===== src/rtl/seg7_pkg.sv =====
// Shared constants for the Wishbone seven-segment display slave:
// register addresses, CTRL field positions and reset value, and the
// active-high hex-to-segment table ({g,f,e,d,c,b,a}).
package seg7_pkg;

  localparam logic [1:0] ADDR_CTRL   = 2'd0;
  localparam logic [1:0] ADDR_DATA   = 2'd1;
  localparam logic [1:0] ADDR_DIV    = 2'd2;
  localparam logic [1:0] ADDR_STATUS = 2'd3;

  localparam int CTRL_EN_BIT   = 0;
  localparam int CTRL_DP_LSB   = 8;
  localparam int CTRL_MASK_LSB = 16;

  localparam logic [31:0] CTRL_RST = 32'h00FF_0001;

  // Entry n is the lit-segment pattern for hex digit n (entry 15 is leftmost).
  localparam logic [15:0][6:0] HEX_SEG_TABLE = {
    7'h71, 7'h79, 7'h5E, 7'h39, 7'h7C, 7'h77, 7'h6F, 7'h7F,
    7'h07, 7'h7D, 7'h6D, 7'h66, 7'h4F, 7'h5B, 7'h06, 7'h3F
  };

endpackage


===== src/rtl/seg7_hex_decode.sv =====
// Combinational 4-bit hex to 7-segment decoder, active-high output
// ({g,f,e,d,c,b,a}). Pin polarity is handled by the instantiating block.
module seg7_hex_decode
  import seg7_pkg::*;
(
  input  logic [3:0] hex,
  output logic [6:0] seg
);

  assign seg = HEX_SEG_TABLE[hex];

endmodule


===== src/rtl/wb_seg7_slave.sv =====
// Wishbone classic slave driving an 8-digit multiplexed seven-segment display.
// Registers: CTRL (enable, decimal points, digit mask), DATA (8 hex nibbles),
// DIV (clocks per digit), STATUS (digit index, frame count).
// Optional feature macro SEG7_DP_EN: when defined, CTRL[15:8] holds per-digit
// decimal points; otherwise those bits read 0 and dp is never lit.
module wb_seg7_slave
  import seg7_pkg::*;
#(
  parameter logic [23:0] SCAN_DIV_RST   = 24'd50000,
  parameter bit          SEG_ACTIVE_LOW = 1'b1
) (
  input  logic        i_clk,
  input  logic        i_reset_n,
  input  logic        i_wb_cyc,
  input  logic        i_wb_stb,
  input  logic        i_wb_we,
  input  logic [3:0]  i_wb_sel,
  input  logic [1:0]  i_wb_addr,
  input  logic [31:0] i_wb_data,
  output logic        o_wb_ack,
  output logic [31:0] o_wb_data,
  output logic [7:0]  o_seg,
  output logic [7:0]  o_an
);

  localparam logic [7:0] PIN_IDLE = SEG_ACTIVE_LOW ? 8'hFF : 8'h00;

  logic        bus_req;
  logic        wr_en;
  logic        ctrl_en;
  logic [7:0]  ctrl_mask;
  logic [7:0]  ctrl_dp;
  logic [31:0] data_q;
  logic [23:0] div_q;
  logic [23:0] div_cnt;
  logic [2:0]  digit_idx;
  logic [7:0]  frame_cnt;
  logic [31:0] data_wr;
  logic [23:0] div_wr;
  logic [31:0] rd_data;
  logic [3:0]  nibble;
  logic [6:0]  hex_seg;
  logic [7:0]  seg_act;
  logic [7:0]  an_act;

  // A new request is one not already being acknowledged this cycle.
  assign bus_req = i_wb_cyc & i_wb_stb & ~o_wb_ack;
  assign wr_en   = bus_req & i_wb_we;

  // Byte-lane merge of write data into DATA and DIV.
  always_comb begin
    // NOTE: every combinationally assigned signal gets a default first, so no path leaves it unassigned and no latch is inferred.
    data_wr = data_q;
    div_wr  = div_q;
    for (int b = 0; b < 4; b++)
      if (i_wb_sel[b]) data_wr[8*b +: 8] = i_wb_data[8*b +: 8];
    for (int b = 0; b < 3; b++)
      if (i_wb_sel[b]) div_wr[8*b +: 8] = i_wb_data[8*b +: 8];
  end

  // Read mux for the addressed register.
  always_comb begin
    rd_data = '0;
    case (i_wb_addr)
      ADDR_CTRL:   rd_data = {8'h00, ctrl_mask, ctrl_dp, 7'h00, ctrl_en};
      ADDR_DATA:   rd_data = data_q;
      ADDR_DIV:    rd_data = {8'h00, div_q};
      ADDR_STATUS: rd_data = {16'h0000, frame_cnt, 5'h00, digit_idx};
    endcase
  end

  // Bus handshake: single-cycle ack, read data captured on the ack edge.
  always_ff @(posedge i_clk or negedge i_reset_n) begin
    if (!i_reset_n) begin
      o_wb_ack  <= 1'b0;
      o_wb_data <= '0;
    end else begin
      // NOTE: sequential state uses non-blocking assignments so every flop samples pre-edge values.
      o_wb_ack  <= bus_req;
      o_wb_data <= (bus_req & ~i_wb_we) ? rd_data : 32'h0;
    end
  end

  // Register writes commit on the edge that raises ack; STATUS is read-only.
  always_ff @(posedge i_clk or negedge i_reset_n) begin
    if (!i_reset_n) begin
      ctrl_en   <= CTRL_RST[CTRL_EN_BIT];
      ctrl_mask <= CTRL_RST[CTRL_MASK_LSB +: 8];
      data_q    <= '0;
      div_q     <= SCAN_DIV_RST;
    end else if (wr_en) begin
      case (i_wb_addr)
        ADDR_CTRL: begin
          if (i_wb_sel[0]) ctrl_en   <= i_wb_data[CTRL_EN_BIT];
          if (i_wb_sel[2]) ctrl_mask <= i_wb_data[CTRL_MASK_LSB +: 8];
        end
        ADDR_DATA: data_q <= data_wr;
        ADDR_DIV:  div_q  <= (div_wr == 24'd0) ? 24'd1 : div_wr;
        default: ;
      endcase
    end
  end

`ifdef SEG7_DP_EN
  // Per-digit decimal point bits in CTRL byte 1.
  always_ff @(posedge i_clk or negedge i_reset_n) begin
    if (!i_reset_n)
      ctrl_dp <= CTRL_RST[CTRL_DP_LSB +: 8];
    else if (wr_en && i_wb_addr == ADDR_CTRL && i_wb_sel[1])
      ctrl_dp <= i_wb_data[CTRL_DP_LSB +: 8];
  end
`else
  assign ctrl_dp = 8'h00;
`endif

  // Scan engine: dwell DIV clocks per digit, count completed 8-digit frames.
  always_ff @(posedge i_clk or negedge i_reset_n) begin
    if (!i_reset_n) begin
      div_cnt   <= '0;
      digit_idx <= '0;
      frame_cnt <= '0;
    end else if (!ctrl_en) begin
      div_cnt   <= '0;
      digit_idx <= '0;
    end else if (div_cnt >= div_q - 24'd1) begin
      div_cnt   <= '0;
      digit_idx <= digit_idx + 3'd1;
      if (digit_idx == 3'd7) frame_cnt <= frame_cnt + 8'd1;
    end else begin
      div_cnt <= div_cnt + 24'd1;
    end
  end

  assign nibble = data_q[{digit_idx, 2'b00} +: 4];

  seg7_hex_decode u_hex_decode (
    .hex (nibble),
    .seg (hex_seg)
  );

  // Active-high view of the current digit; everything dark while disabled.
  always_comb begin
    seg_act = 8'h00;
    an_act  = 8'h00;
    if (ctrl_en) begin
      seg_act = {ctrl_dp[digit_idx], hex_seg};
      an_act  = ctrl_mask[digit_idx] ? (8'b1 << digit_idx) : 8'h00;
    end
  end

  // Registered pins with board polarity applied.
  always_ff @(posedge i_clk or negedge i_reset_n) begin
    if (!i_reset_n) begin
      o_seg <= PIN_IDLE;
      o_an  <= PIN_IDLE;
    end else begin
      o_seg <= SEG_ACTIVE_LOW ? ~seg_act : seg_act;
      o_an  <= SEG_ACTIVE_LOW ? ~an_act  : an_act;
    end
  end

endmodule


===== config.mk =====
export PLATFORM = sky130hd
export DESIGN_NAME = wb_seg7_slave
export DESIGN_NICKNAME = d
export VERILOG_FILES = /design/src/rtl/seg7_pkg.sv /design/src/rtl/seg7_hex_decode.sv /design/src/rtl/wb_seg7_slave.sv
export SDC_FILE = /design/constraint.sdc
export NUM_CORES = 1
export LEC_CHECK = 0
export CORE_MARGIN = 5
export CORE_UTILIZATION = 45
export CTS_CLUSTER_SIZE = 8
export DETAILED_ROUTE_END_ITERATION = 6
export MAX_ROUTING_LAYER = met4
export PLACE_DENSITY = 0.72
export SLEW_MARGIN = 25
export SYNTH_ARGS = -nofsm -noshare
export SYNTH_HDL_FRONTEND = slang
export SYNTH_SLANG_ARGS = --single-unit

===== constraint.sdc =====
create_clock -name i_clk -period 3.3 [get_ports i_clk]
set_input_delay 0.66 -clock i_clk [delete_from_list [all_inputs] [get_ports i_clk]]
set_output_delay 0.66 -clock i_clk [all_outputs]
set_load 0.01 [all_outputs]

==> metrics.txt, run 1 <==
run status=finished, violations left; failing checks=setup timing; Clk Latency, worst-skew pair=0.43 ns; crit end category=flip-flop; Slew @ Worst Pin=0.7801 ns; Pleak=4.266 nW; die height=140.8 um; final cell count without fillers=1050; Max Clock Skew=0.008661 ns; Final Core Density=60.18%; crit start category=flip-flop; CP max stage delay=0.54 ns; ys flop type=dfrtp_1; Synth area leaders=dfrtp_1 38%, mux2_2 11%, dfstp_2 10%; DR iter-0 viols=459; clk buf depth=2; Crit path required time=3.64 ns; r2r startpoint=div_q[3]; most common cell in the netlist=dfrtp_1; post-route ant nets=0; Worst Path Max Fanout=5; Mapped Area=7697 um^2; final setup TNS=-6.311 ns; DP HPWL=15.03 mm; max_cap viols=0; CTS root buffer=clkbuf_16; CTS buffer count=17; Initial Util=46.09%; top cells by count, synth=118 x dfrtp_1, 80 x nor2_1, 77 x mux2_2, 42 x nand2_1, 39 x ha_1; maximum clock frequency=283.1 MHz; DP Area=9077 um^2; CORE AREA=16700 um^2; register area share after synthesis=48.60%; largest net degree at the start of global routing=77; Seq cells post-synth=148; Worst Setup SP=div_q[3]; Slowest cell on crit path=or4_4; min cycle time layout=3.533 ns; # fillers=1310; area leader, netlist=dfrtp_1; depth of the CTS H-tree=4; unrepaired setup endpoints after global routing=yes; syn avg cell area=11.16 um^2; CTS tree=built; NumNets Final=899; Slew HR=47.99%; Peak VDD IR=0.4110 mV; library cells used by synthesis=51; dpl ws=-0.2863 ns; clock slew at reported path FFs=0.06 ns; routed length on met2=10.44 mm; DR pass1 iterations=5; layout cell share with drive strength beyond 1=29.88%; hold buffers post-CTS=0; std cell rows=47; design area=10050 um^2; Final Cycle Share=107.1%; Arrival @ worst endpoint=3.87 ns; Antenna diodes=0; Final setup viols=35; Remaining DRCs=0; CTS sink count=148; critical setup path kind=reg -> reg; Area growth syn-to-layout=30.58%; gr usage total=20.90%; number of synthesized flops with an enable pin=0; WL per Instance=19.14 um; gr ovfl total=0; Buffers on Ports=90; Max Used Layer=met4; Buf+Inv Stages, Crit Path=1; Post-Route WL=20.10 mm; Top Ports=92; syn nets=772; Final WS setup=-0.2327 ns; Yosys top cell area share=38.36%; total chip power=5.272 mW; type of the worst min-delay path=in -> async; routed metal-1 wirelength=8.060 mm; first-pass GRT wire length=31.92 mm; vias in the first global route=6089; Hold WS=0.2300 ns; crit path cell chain=or4_4 > or3_4 > or4_4 > nor3_4 > xnor2_1 > ha_1 > a21oi_2 > o21ai_2 > a22oi_2 > nand3_2 > buf_6 > o211ai_1 > xnor2_1; dpl cells=1010; full die area=19820 um^2; Mapped Cells=690; DR vias=5898; DIE WIDTH=140.8 um; cell family with most CP delay=simple AND/OR/NAND/NOR gates; Final Slew Violations=0; Hold Fails Final Rpt=0; number of antenna violations at the first check in global routing=0; routability cong.=0.9068; met3 wire length=1.014 mm; pwr/cell area=524.5 nW/um^2; post-DR vias/cell=5.617; Ys Warns=0; ys async rst share=100.0%
-- report_power, final --
group          leakage, nW  internal, mW  switching [mW]
clock                0.289          1.21           0.752
combinational         2.07         0.549           0.552
sequential            1.91          2.03           0.182
total                 4.27          3.79            1.49
-- worst register-to-register path: cells and delay by family (launching register included) --
family	cells	cell delay, ns
flip-flops	1	0.38
AO/OA/AOI/OAI	4	0.64
buffers and inverters	1	0.17
AND/OR/NAND/NOR	5	1.66
XOR/XNOR	2	0.32
adder cells (fa/ha/maj)	1	0.28
-- registers in the layout, summed over array words and instances (netlist names) --
register / count
o_wb_data: 32
data_q: 32
div_cnt: 24
o_wb_ack: 1
frame_cnt: 8
digit_idx: 3
ctrl_mask: 8
o_seg: 7
div_q: 24
o_an: 8
ctrl_en: 1
-- metal layers --
metal  GRT usage (%)  vias up
met5               -        -
met4           7.649        0
met3           4.030       49
met2           35.28      196
met1           25.04     2949
li1                -     2704
-- cell usage in the layout (no fill, tap or decap), types with 3 or more instances in the layout --
master           instances
nand2_1                 41
nand4_1                  7
dfstp_2                 30
a22oi_1                 15
nor2b_1                  5
clkdlybuf4s50_1         89
o21ai_0                  8
xnor2_1                 29
dfrtp_1                118
clkinvlp_4               3
nor3_2                   5
nand3_1                 29
nand2b_1                 4
o21ai_2                  5
clkbuf_16               19
a21oi_1                 25
clkinv_2                 4
ha_1                    39
o211ai_1                 4
nand3b_1                 3
buf_6                    3
inv_1                   13
and2_1                  11
xor2_1                  18
bufinv_16                3
nor4_1                   6
mux2_2                  76
nor2_2                   5
mux2i_1                 14
buf_4                   38
mux4_2                  11
nor3_1                  19
nor2_1                  56
and3_1                   4
nor2_4                  19
-- layout make-up --
class	instances	area (um^2)	share of cell area [%]
multi-input combinational	501	4065	40.45
sequential	148	3741	37.22
timing repair buffer	135	1315	13.08
clock buffer	19	442.9	4.407
tap	220	275.3	2.739
clock inverter	13	158.9	1.581
inverter	14	52.55	0.5228
-- timing repair --
action / 4_1_cts / 5_1_grt
hold endpoints to repair: 0 / 0
gates cloned: 1 / 3
resized for setup: 18 / 57
setup endpoints to repair: 35 / 35
pin swaps: 1 / 13
buffers inserted: 2 / 2
-- final timing paths --
path / endpoint / slack, ns / depth (start not counted)
max: frame_cnt[2] / -0.23 / 13
min: div_cnt[1] / 0.23 / 1
max reg2reg: frame_cnt[2] / -0.23 / 13
min reg2reg: o_wb_ack / 0.48 / 1
max in group asynchronous: ctrl_en / 2.21 / 2
min in group i_clk: o_wb_ack / 0.48 / 1
-- logic make-up after synthesis --
group	after synthesis	share of synthesized area (%)
AND/OR/NAND/NOR	236	14.89
AO/OA/AOI/OAI	74	6.031
buffers and inverters	41	2.211
adder cells (fa/ha/maj)	39	6.339
flip-flops	148	48.60
XOR/XNOR	49	5.575
other	1	0.04872
multiplexers	102	16.30
Note: power is estimated with default switching activity, not from simulation.
==> run 2: changes to the inputs <==
- CTS_BUF_LIST: default -> sky130_fd_sc_hd__clkbuf_4
==> run 2 against run 1 <==
Routed wire length fell by 2.0%. Count of clock-buffer cells in the layout shrank 1. Cell count about the same. The run still ends with setup timing left. Via count decreased by 1.8%. Sequential power is essentially flat. Largest power group unchanged. Combinational power about the same. Critical path type unchanged. Non-clock buffer count fell by 2. Setup slack improved by 0.030 ns.
==> metrics.txt, run 2 (synthesized netlist as in run 1, its figures left out) <==
run status=finished, violations left (unchanged); failing checks=setup timing (unchanged); CORE AREA=16700 um^2 (unchanged); Top Ports=92 (unchanged); largest net degree at the start of global routing=77 (unchanged); Final Cycle Share=106.1% (was 107.1%); depth of the CTS H-tree=4 (unchanged); post-route ant nets=0 (unchanged); Pleak=4.106 nW (was 4.266 nW); CTS buffer count=17 (unchanged); Arrival @ worst endpoint=3.99 ns (was 3.87 ns); clock slew at reported path FFs=0.12 ns (was 0.06 ns); type of the worst min-delay path=in -> async (unchanged); total chip power=4.469 mW (was 5.272 mW); WL per Instance=18.78 um (was 19.14 um); Area growth syn-to-layout=25.57% (was 30.58%); hold buffers post-CTS=0 (unchanged); Final setup viols=35 (unchanged); most frequent cells in the layout=118 x dfrtp_1, 89 x clkdlybuf4s50_1, 76 x mux2_2, 66 x nor2_1, 41 x nand2_1 (was 118 x dfrtp_1, 89 x clkdlybuf4s50_1, 76 x mux2_2, 56 x nor2_1, 41 x nand2_1); DP HPWL=15.03 mm (unchanged); r2r setup slk=-0.20 ns (was -0.23 ns); Final Slew Violations=0 (unchanged); CP max stage delay=0.54 ns (about the same); first-pass GRT wire length=31.07 mm (was 31.92 mm); die height=140.8 um (unchanged); unrepaired setup endpoints after global routing=yes (unchanged); crit path cell chain=or4_4 > or3_4 > or4_4 > nor3_4 > xnor2_1 > ha_1 > a21oi_2 > o21ai_2 > a22oi_2 > and3_4 > nand3_4 > clkbuf_16 > nor2_1 (was or4_4 > or3_4 > or4_4 > nor3_4 > xnor2_1 > ha_1 > a21oi_2 > o21ai_2 > a22oi_2 > nand3_2 > buf_6 > o211ai_1 > xnor2_1); vias in the first global route=5983 (was 6089); maximum clock frequency=285.5 MHz (was 283.1 MHz); DR iter-0 viols=448 (was 459); Final WS setup=-0.2025 ns (was -0.2327 ns); r2r startpoint=div_q[3] (unchanged); post-DR vias/cell=5.523 (was 5.617); number of antenna violations at the first check in global routing=1 (was 0); NumNets Final=897 (was 899); routability cong.=0.9068 (unchanged); CTS root buffer=clkbuf_4 (was clkbuf_16); gr usage total=20.32% (was 20.90%); crit end category=flip-flop (unchanged); Max Clock Skew=0.01794 ns (was 0.008661 ns); cell family with most CP delay=simple AND/OR/NAND/NOR gates (unchanged); Clk Latency, worst-skew pair=0.56 ns (was 0.43 ns); design area=9666 um^2 (was 10050 um^2); crit start category=flip-flop (unchanged); Remaining DRCs=0 (unchanged); pwr/cell area=462.4 nW/um^2 (was 524.5 nW/um^2); DIE WIDTH=140.8 um (unchanged); Slowest cell on crit path=or4_4 (unchanged); std cell rows=47 (unchanged); Initial Util=46.09% (unchanged); critical setup path kind=reg -> reg (unchanged); Slew @ Worst Pin=0.7505 ns (was 0.7801 ns); cell mode on critical path=or4_4; Post-Route WL=19.70 mm (was 20.10 mm); Slew HR=49.96% (was 47.99%); Buf+Inv Stages, Crit Path=1 (unchanged); Hold Fails Final Rpt=0 (unchanged); Buffers on Ports=90 (unchanged); min cycle time layout=3.503 ns (was 3.533 ns); Worst Setup SP=div_q[3] (unchanged); Crit path required time=3.79 ns (was 3.64 ns); Worst Path Max Fanout=12 (was 5); biggest regs=data_q (32), o_wb_data (32) (unchanged); full die area=19820 um^2 (unchanged); DP Area=9077 um^2 (unchanged); max_cap viols=0 (unchanged); gr ovfl total=0 (unchanged); DR pass1 iterations=5 (unchanged); Peak VDD IR=0.2151 mV (was 0.4110 mV); DR vias=5794 (was 5898); CTS tree=built (unchanged); CTS sink count=148 (unchanged); clk buf depth=2 (unchanged); commonest non-fill, non-tap cell in the layout=dfrtp_1 (unchanged); layout cell share with drive strength beyond 1=28.26% (was 29.88%)
## run 2: cell count changes in the layout (fill, tap and decap cells not counted), moves of 3 or more
cell       previous run  this run
clkbuf_16            19         2
nor2_4               19        11
buf_4                38        35
clkbuf_4              0        18
nor2_1               56        66
## run 2: repair_timing
action | in CTS | in global routing
gates cloned | 0 | 3
endpoints found under the setup margin | 35 | 35
gates resized for setup | 13 | 43
buffers inserted | 3 | 0
pin swaps | 3 | 7
## run 2: layout make-up
| cell class | instances | area [um^2] |
|---|---|---|
| Multi-Input combinational cell | 501 | 3996 |
| Timing Repair Buffer | 133 | 1300 |
| Clock inverter | 14 | 162.7 |
| Inverter | 14 | 52.55 |
| Sequential cell | 148 | 3741 |
| Tap cell | 220 | 275.3 |
| Antenna cell | 1 | 2.502 |
| Fill cell | 1369 | 7036 |
| Clock buffer | 18 | 135.1 |
## run 2: worst reg2reg max path: stages, from the launching register on
cell       delay (ns)
dfrtp_1          0.41
or4_4            0.54
or3_4            0.38
or4_4            0.46
nor3_4           0.14
xnor2_1          0.15
ha_1             0.29
a21oi_2          0.14
o21ai_2          0.08
a22oi_2          0.17
and3_4           0.22
nand3_4          0.13
clkbuf_16        0.23
nor2_1           0.10
## run 2: final timing paths
check | endpoint | cells past startpoint
max | div_cnt[7] | 13
min in group i_clk | o_wb_ack | 1
max in group asynchronous | o_an[2] | 2
max reg2reg | div_cnt[7] | 13
min reg2reg | o_wb_ack | 1
min | div_cnt[1] | 1
## run 2: metal layers
layer	wire length [um]	GRT usage, %	vias up
met5	0	-	-
met4	403	6.578	0
met3	876	3.353	29
met2	10250	34.43	154
met1	8173	24.98	2910
li1	-	-	2701
## run 2: stage by stage
step / TNS [ns] / setup WS, ns / util, % / cells / hold WS (ns)
floorplan: -0.4658 / -0.03744 / - / 690 / 0.3644
finish: -5.545 / -0.2025 / 57.87 / 1049 / 0.08322
global placement: -2.478 / -0.1107 / 54.35 / 1010 / 0.4718
CTS: -6.022 / -0.2365 / 56.49 / 1045 / 0.07783
detailed placement: -6.452 / -0.2863 / 54.35 / 1010 / 0.4796
global route: -10.01 / -0.3244 / 57.87 / 1049 / 0.1166
## run 2: power breakdown
group          internal (mW)  leakage, nW  switching (mW)
sequential              2.03         1.91           0.181
combinational          0.541         2.04           0.538
clock                  0.529        0.156           0.653
total                   3.10         4.11            1.37
==> run 3: changes to the inputs <==
- CORE_MARGIN: 5 -> 4
- PLACE_DENSITY: 0.72 -> 0.65
- SYNTH_HIERARCHICAL: default -> 1
==> run 3 against run 2 <==
The run still ends with setup timing left. Combinational power grew 6%. Utilization is 0.46 points higher. Non-clock buffer count rose by 13. Synthesized cell count fell by 2.2%. Largest cell class unchanged. Critical path type unchanged. Register-to-register slack worse by 0.16 ns. Largest power group unchanged. Final area increased by 0.44%. Sequential power is essentially flat. Total power rose by 3.9%. Area after synthesis fell by 0.20%.
==> metrics.txt, run 3 <==
# fillers=1391 (was 1369); Peak VDD IR=0.2342 mV (was 0.2151 mV); Yosys top cell area share=38.44% (was 38.36%); area leader, netlist=dfrtp_1 (unchanged); std cell rows=47 (unchanged); depth of the CTS H-tree=4 (unchanged); DIE WIDTH=138.7 um (was 140.8 um); ys async rst share=100.0% (unchanged); library cells used by synthesis=52 (was 51); clk buf depth=2 (unchanged); Final setup viols=35 (unchanged); Crit path required time=3.77 ns (was 3.79 ns); run status=finished, violations left (unchanged); gr usage total=21.02% (was 20.32%); Final Slew Violations=0 (unchanged); Mapped Cells=675 (was 690); Mapped Area=7682 um^2 (was 7697 um^2); NumNets Final=898 (was 897); syn nets=758 (was 772); Slew @ Worst Pin=0.7595 ns (was 0.7505 ns); routability cong.=0.9169 (was 0.9068); max_cap viols=0 (unchanged); largest net degree at the start of global routing=67 (was 77); Slew HR=49.37% (was 49.96%); top cells by count, synth=118 x dfrtp_1, 77 x mux2_2, 74 x nor2_1, 44 x nand2_1, 40 x ha_1 (was 118 x dfrtp_1, 80 x nor2_1, 77 x mux2_2, 42 x nand2_1, 39 x ha_1); Seq cells post-synth=148 (unchanged); full die area=19230 um^2 (was 19820 um^2); Worst Path Max Fanout=4 (was 12); Post-Route WL=19.63 mm (was 19.70 mm); maximum clock frequency=273.2 MHz (was 285.5 MHz); Hold WS=0.4768 ns (was 0.08322 ns); dpl ws=-0.4211 ns (was -0.2863 ns); Hold Fails Final Rpt=0 (unchanged); Pleak=4.286 nW (was 4.106 nW); layout cell share with drive strength beyond 1=27.78% (was 28.26%); post-DR vias/cell=5.452 (was 5.523); Buffers on Ports=90 (unchanged); Remaining DRCs=0 (unchanged); critical setup path kind=reg -> reg (unchanged); WL per Instance=18.71 um (was 18.78 um); number of synthesized flops with an enable pin=0 (unchanged); register area share after synthesis=48.70% (was 48.60%); Area growth syn-to-layout=26.37% (was 25.57%); CTS buffer count=17 (unchanged); Arrival @ worst endpoint=4.13 ns (was 3.99 ns); gr ovfl total=0 (unchanged); crit end category=flip-flop (unchanged); number of antenna violations at the first check in global routing=1 (unchanged); Register-to-Register Path Depth=14 (was 13); pwr/cell area=478.1 nW/um^2 (was 462.4 nW/um^2); unrepaired setup endpoints after global routing=yes (unchanged); type of the worst min-delay path=reg -> reg (was in -> async); CORE AREA=16640 um^2 (was 16700 um^2); Top Ports=92 (unchanged); Final Core Density=58.33% (was 57.87%); Synth area leaders=dfrtp_1 38%, mux2_2 11%, dfstp_2 10% (unchanged); CTS tree=built (unchanged); min cycle time layout=3.660 ns (was 3.503 ns); failing checks=setup timing (unchanged); die height=138.7 um (was 140.8 um); Final Cycle Share=110.9% (was 106.1%); clock slew at reported path FFs=0.13 ns (was 0.12 ns); CTS root buffer=clkbuf_4 (unchanged); commonest non-fill, non-tap cell in the layout=dfrtp_1 (unchanged); DR vias=5719 (was 5794); vias in the first global route=5845 (was 5983); DR pass1 iterations=5 (unchanged); final setup TNS=-9.120 ns (was -5.545 ns); hold path cells=1; Ys Warns=6 (was 0); ys flop type=dfrtp_1 (unchanged); post-route ant nets=0 (unchanged); DR iter-0 viols=404 (was 448); total chip power=4.642 mW (was 4.469 mW); biggest regs=data_q (32), o_wb_data (32) (unchanged); Initial Util=46.16% (was 46.09%); Max Clock Skew=0.01698 ns (was 0.01794 ns); Final WS setup=-0.3597 ns (was -0.2025 ns); crit start category=flip-flop (unchanged); CTS sink count=148 (unchanged); most frequent cells in the layout=118 x dfrtp_1, 89 x clkdlybuf4s50_1, 76 x mux2_2, 71 x nor2_1, 51 x buf_4 (was 118 x dfrtp_1, 89 x clkdlybuf4s50_1, 76 x mux2_2, 66 x nor2_1, 41 x nand2_1); first-pass GRT wire length=31.24 mm (was 31.07 mm); DP HPWL=14.80 mm (was 15.03 mm); Clk Latency, worst-skew pair=0.57 ns (was 0.56 ns); syn avg cell area=11.38 um^2 (was 11.16 um^2); most common cell in the netlist=dfrtp_1 (unchanged)
[run 3: per-layer routing]
layer  wire length [um]  vias up  GRT usage (%)
met5                  0        -              -
met4                509        0          7.827
met3                833       42          3.655
met2               9209      160          32.30
met1               9077     2836          28.19
li1                   -     2681              -
[run 3: kinds of logic after synthesis]
group	Yosys count	share of synthesized area, %
DFF	148	48.70
adders and majority gates	40	6.515
other	1	0.04881
buffers and inverters	38	2.085
and+or+nand+nor	242	15.80
muxes	102	16.61
xor gates and xnor gates	51	5.814
AOI/OAI and AO/OA	53	4.430
[run 3: final timing paths]
| kind | startpoint | end | slack [ns] |
|---|---|---|---|
| max in group asynchronous | i_reset_n | o_seg[0] | 1.87 |
| min in group asynchronous | i_reset_n | div_cnt[9] | 0.58 |
| worst min-delay path | frame_cnt[7] | frame_cnt[7] | 0.48 |
| worst min register to register | frame_cnt[7] | frame_cnt[7] | 0.48 |
| worst max-delay path | div_q[8] | frame_cnt[1] | -0.36 |
| worst max register to register | div_q[8] | frame_cnt[1] | -0.36 |
[run 3: final cells by class]
type	count	area [um^2]	share of cell area, %
sequential	148	3741	38.54
clock inverter	15	205.2	2.114
clock buffer	17	127.6	1.315
inverter	13	48.80	0.5026
tap	220	275.3	2.835
antenna	1	2.502	0.02578
multi-input combinational	489	3928	40.46
timing repair buffer	146	1380	14.22
[run 3: per-stage QoR]
step / instance area, um^2 / instances
2_1_floorplan: 7710 / 675
3_3_place_gp: 9136 / 1005
3_5_place_dp: 9136 / 1005
4_1_cts: 9594 / 1046
5_1_grt: 9708 / 1049
6_report: 9708 / 1049
[run 3: timing repair]
| item | in CTS | in global routing |
|---|---|---|
| hold buffers | 1 | 0 |
| buffers inserted | 8 | 1 |
| endpoints found under the setup margin | 35 | 35 |
| resized for setup | 12 | 14 |
| cloned | 0 | 1 |
| endpoints found under the hold margin | 6 | 0 |
| pin swaps | 4 | 5 |
[run 3: power by group]
group	switching [mW]	total (mW)	internal [mW]
logic	0.551	1.15	0.596
registers	0.173	2.20	2.03
clock network	0.689	1.30	0.606
total	1.41	4.64	3.23
[run 3: worst max-delay path: stages (launching register included)]
cell and delay, ns:
dfstp_2 0.39, or3_4 0.40, nor4_4 0.15, nand2_1 0.10, or4_4 0.46, or2_4 0.29
nor3_4 0.11, xnor2_1 0.09, ha_1 0.30, nand4_1 0.16, nor3_4 0.22, o311ai_2 0.14
and3_4 0.20, nand3b_1 0.21, mux2_4 0.33
